<file path="src/rtl/syn_fifo_ctl.sv">
// Single-clock FIFO with occupancy count, almost-full/almost-empty thresholds and sticky error flags.
// Define SYN_FIFO_FWFT_EN for first-word-fall-through reads; default is a registered read port.
module syn_fifo_ctl #(
    parameter int DEPTH    = 16,
    parameter int WIDTH    = 8,
    parameter int AF_LEVEL = 14,
    parameter int AE_LEVEL = 2,
    localparam int AW      = $clog2(DEPTH)
) (
    input  logic             clk,
    input  logic             rst,
    input  logic             we,
    input  logic             re,
    input  logic [WIDTH-1:0] din,
    input  logic             err_clr,
    output logic [WIDTH-1:0] dout,
    output logic             full,
    output logic             empty,
    output logic             almost_full,
    output logic             almost_empty,
    output logic [AW:0]      count,
    output logic             overflow,
    output logic             underflow
);

    localparam logic [AW:0] CNT_ONE  = (AW + 1)'(1);
    localparam logic [AW:0] CNT_FULL = (AW + 1)'(DEPTH);
    localparam logic [AW:0] CNT_AF   = (AW + 1)'(AF_LEVEL);
    localparam logic [AW:0] CNT_AE   = (AW + 1)'(AE_LEVEL);
    localparam logic [AW-1:0] PTR_ONE = AW'(1);

    logic [WIDTH-1:0] mem [DEPTH];
    logic [AW-1:0]    wr_ptr;
    logic [AW-1:0]    rd_ptr;
    logic [WIDTH-1:0] dout_q;
    logic             rd_ok;
    logic             wr_ok;
    logic [AW:0]      count_nxt;

    // Request semantics: we/re are single-cycle requests sampled every edge, no stall.
    // A request that cannot be honoured is dropped and raises the sticky error flag;
    // a write into a full FIFO is honoured only when a read frees a slot on the same edge.
    always_comb begin
        rd_ok     = re && !empty;
        wr_ok     = we && (!full || rd_ok);
        count_nxt = count;
        if (wr_ok && !rd_ok) begin
            count_nxt = count + CNT_ONE;
        end else if (rd_ok && !wr_ok) begin
            count_nxt = count - CNT_ONE;
        end
    end

    // Storage is deliberately not reset; reset only discards it through the pointers.
    always_ff @(posedge clk) begin
        if (rst && wr_ok) begin
            mem[wr_ptr] <= din;
        end
    end

    always_ff @(posedge clk) begin
        if (!rst) begin
            wr_ptr       <= '0;
            rd_ptr       <= '0;
            count        <= '0;
            empty        <= 1'b1;
            almost_empty <= 1'b1;
            full         <= 1'b0;
            almost_full  <= 1'b0;
            overflow     <= 1'b0;
            underflow    <= 1'b0;
        end else begin
            if (wr_ok) begin
                wr_ptr <= wr_ptr + PTR_ONE;
            end
            if (rd_ok) begin
                rd_ptr <= rd_ptr + PTR_ONE;
            end
            count        <= count_nxt;
            empty        <= (count_nxt == '0);
            full         <= (count_nxt == CNT_FULL);
            almost_full  <= (count_nxt >= CNT_AF);
            almost_empty <= (count_nxt <= CNT_AE);
            // A new error in the same cycle as err_clr must not be lost.
            if (we && !wr_ok) begin
                overflow <= 1'b1;
            end else if (err_clr) begin
                overflow <= 1'b0;
            end
            if (re && empty) begin
                underflow <= 1'b1;
            end else if (err_clr) begin
                underflow <= 1'b0;
            end
        end
    end

    // dout_q holds the most recently popped word in both read modes.
    always_ff @(posedge clk) begin
        if (!rst) begin
            dout_q <= '0;
        end else if (rd_ok) begin
            dout_q <= mem[rd_ptr];
        end
    end

`ifdef SYN_FIFO_FWFT_EN
    assign dout = empty ? dout_q : mem[rd_ptr];
`else
    assign dout = dout_q;
`endif

endmodule

</file>
<file path="config.mk">
export PLATFORM = sky130hd
export DESIGN_NAME = syn_fifo_ctl
export DESIGN_NICKNAME = d
export VERILOG_FILES = /design/src/rtl/syn_fifo_ctl.sv
export SDC_FILE = /design/constraint.sdc
export NUM_CORES = 1
export LEC_CHECK = 0
export CORE_ASPECT_RATIO = 2
export CORE_MARGIN = 1.5
export CORE_UTILIZATION = 55
export DETAILED_ROUTE_END_ITERATION = 8
export PLACE_DENSITY_LB_ADDON = 0.1
export SYNTH_ARGS = -nofsm -noshare
export SYNTH_HDL_FRONTEND = slang
export SYNTH_SLANG_ARGS = --single-unit
</file>
<file path="constraint.sdc">
create_clock -name clk -period 2.9 [get_ports clk]
set_clock_uncertainty 0.1 [all_clocks]
set_input_delay 0.435 -clock clk [delete_from_list [all_inputs] [get_ports clk]]
set_output_delay 0.435 -clock clk [all_outputs]
set_load 0.01 [all_outputs]
</file>
==> metrics <==
R2R Setup Slk=560 ps; non-filler instance count after layout=562; Die ar.=0.01199 sq mm; Worst R2R Path Depth=6; crit path max fanout=19; worst IR drop on VDD=686.4 uV; Clock H-tree levels=4; final core occ=approximately two thirds; Max stage delay on crit path=730 ps; Worst Path Arrival=2550 ps; worst r2r dst=dout[3]; die width=just under 80 um; Final Critical Period=2342 ps; wire per inst=23.08 um; Least-Margin Pin Slew=717.8 ps; worst endpoint required time=3100 ps; Placement Rows=54; Post-Synthesis Net Count=369; synthesized area per cell=~18 sq um; first-pass GRT wire length=19.86 mm; most frequent cells in the layout=edfxtp_1 (128), nor2_1 (38), clkdlybuf4s50_1 (31), dfxtp_1 (26), buf_4 (25); Reg power frac=between 40% and 50%; CP Class=reg -> reg; number of synthesized flops with an enable pin=128; clk root buf=clkbuf_16; Cell variety after synth=46; GP Congestion=0.8191; Filler cells=771; Hold Path Class=reg -> reg; crit-path most repeated cell=a21oi_1; clock sinks=between 150 and 200; min-delay src=dout[5]; cells after synthesis=349; Residual DRC=0; vias in the first global route=3,557; clock slew at the register clock pins of the worst setup and hold paths=around 70 ps; setup TNS=0 ps; status=complete, no violations; I/O pins=32; vias per cell=roughly 5.9; Clock Power Share=41.0%; DRC marker count from the first detailed-route iteration=187; # hold bufs at CTS=0; DP Wirelength=9.034 mm; post-cts sizing count=0; flops & latches, synth=155; IO Port Bufs=31; CTS Buf Count=17; leading cell type in the layout, fill and taps excluded=edfxtp_1; multi-input combinational cell area=0.001673 sq mm; pwr dens=703.3 mW/mm^2; initial antenna violation count=0; die height=153.3 um; Post-Syn Area=0.006215 sq mm; Worst setup SP type=register; hold slack=393.8 ps; CORE AREA=0.01095 sq mm; TritonCTS clock tree=yes; Sw Share=approximately 23%; crit path buf inv count=1; FFs w/ async S/R, synth=0%; max-slew violation count=0; static leakage=~0.0025 uW; Final Total Pwr=about 5200 uW; GRT Resource Usage Total=23.72%; Max Cap Viol=0; clock latency at the later pin of the worst-skew pair=420 ps; Worst Hold Path EP=dout[5]; combinational share of power=10.1%; Critical-path top delay cell=dfxtp_2; synthesis-to-layout area growth=18.36%; Reg area=approximately 0.0044 sq mm; GR Overflow Total=0; largest net degree at the start of global routing=34; final wirelength=12.97 mm; Final Hold Viols=0; DR pass1 iterations=4; Max clock buf depth=2; f_max=0.4269 GHz; Vias=3,313; fin nets=429; Cells after DPL=530; ant diodes=0; CP delay by family, top=flip-flops; yosys warns=0; setup violators final=0; Internal Power=3979 uW; layout cells sized above 1=18.25%; Slew HR=51.99%; post-synthesis sequential area ratio=70.55%; RSZ-0062 raised after global routing=false; Critical Path End Type=register; CP Cell Sequence=buf_4 -> mux4_1 -> a22oi_1 -> a21oi_1 -> a21oi_1 -> nor2_1; initial core utilization=56.78%; NetSw=1195 uW; Min-Delay Path Depth=2; FF-to-FF Start=rd_ptr[0]; Setup Buffers After CTS=0; antenna-violating nets left=0; prevailing post-synth register cell=edfxtp_1; crit share post-route=80.78%
## area by class of cell
class,count,area share (%)
Clock inverter,14,1.786
Sequential cell,155,59.62
Timing Repair Buffer,57,7.042
Clock buffer,18,6.123
Multi-Input combinational cell,172,22.74
Inverter,6,0.3062
Tap cell,140,2.381
## stage by stage
step	instance area [sq um]	setup WS, ps
finish	7356	557.5
global route	7356	387.7
CTS	7356	566.6
detailed placement	6774	381.2
global placement	6774	424.4
floorplan	6215	808.5
## flip-flops by register name (all words and copies together) (netlist names)
signal	flops
mem	128
empty	1
rd_ptr	4
overflow	1
wr_ptr	4
full	1
underflow	1
almost_full	1
almost_empty	1
dout	8
count	5
## worst min-delay path: cells and delay by family (launching register included)
kind	cells	cell delay [ps]
flip-flops	1	330
AND/OR/NAND/NOR	1	70
AO/OA/AOI/OAI	1	60
## layer usage
layer,part of all wire [%],global-route usage (%)
met5,0,0
met4,2.9,9.609
met3,3.3,5.075
met2,59,44.72
met1,34,24.82
## worst max-delay path by stage
stage / start / end / slack (ps) / cells past startpoint
6_report: rd_ptr[0] / dout[3] / 560 / 6
5_1_grt: rd_ptr[0] / dout[3] / 390 / 6
4_1_cts: rd_ptr[0] / dout[7] / 570 / 5
3_5_place_dp: re / almost_empty / 380 / 6
3_3_place_gp: re / almost_empty / 420 / 6
2_1_floorplan: count[0] / empty / 810 / 7
## power groups by stage
stage          logic (uW)  registers (uW)  clock network [uW]
2_1_floorplan         323            2560                   0
3_3_place_gp          521            2580                   0
3_5_place_dp          526            2580                   0
4_1_cts               528            2530                2170
5_1_grt               557            2530                2270
6_report              522            2530                2120
## cells in the mapped netlist, types with 2 or more instances
cell type,number,area [sq um]
buf_4,5,37.54
xor2_1,4,35.03
nor2b_1,3,18.77
nand4_1,2,12.51
ha_1,7,87.58
edfxtp_1,128,3844
dfxtp_1,27,540.5
nand2_1,7,26.28
nand3_1,2,10.01
mux4_1,20,525.5
a21oi_1,18,90.09
and2_1,4,25.02
clkdlybuf4s25_2,2,20.02
buf_6,5,56.30
xnor2_1,4,35.03
inv_1,6,22.52
o21a_1,2,15.01
buf_2,2,10.01
nor3_1,4,20.02
nand2b_1,3,18.77
nor2_1,38,142.6
mux4_2,12,270.3
nor3b_1,4,30.03
a22oi_1,17,127.6
nand3b_1,2,15.01
## kinds of logic after synthesis
| family | share of synthesized area (%) |
|---|---|
| flops | 70.55 |
| simple gates | 6.503 |
| compound gates | 5.074 |
| mux | 12.80 |
| buf+inv | 2.537 |
| xor+xnor | 1.127 |
| fa+ha+maj | 1.409 |
No activity file was read; power rests on OpenSTA's default activity.
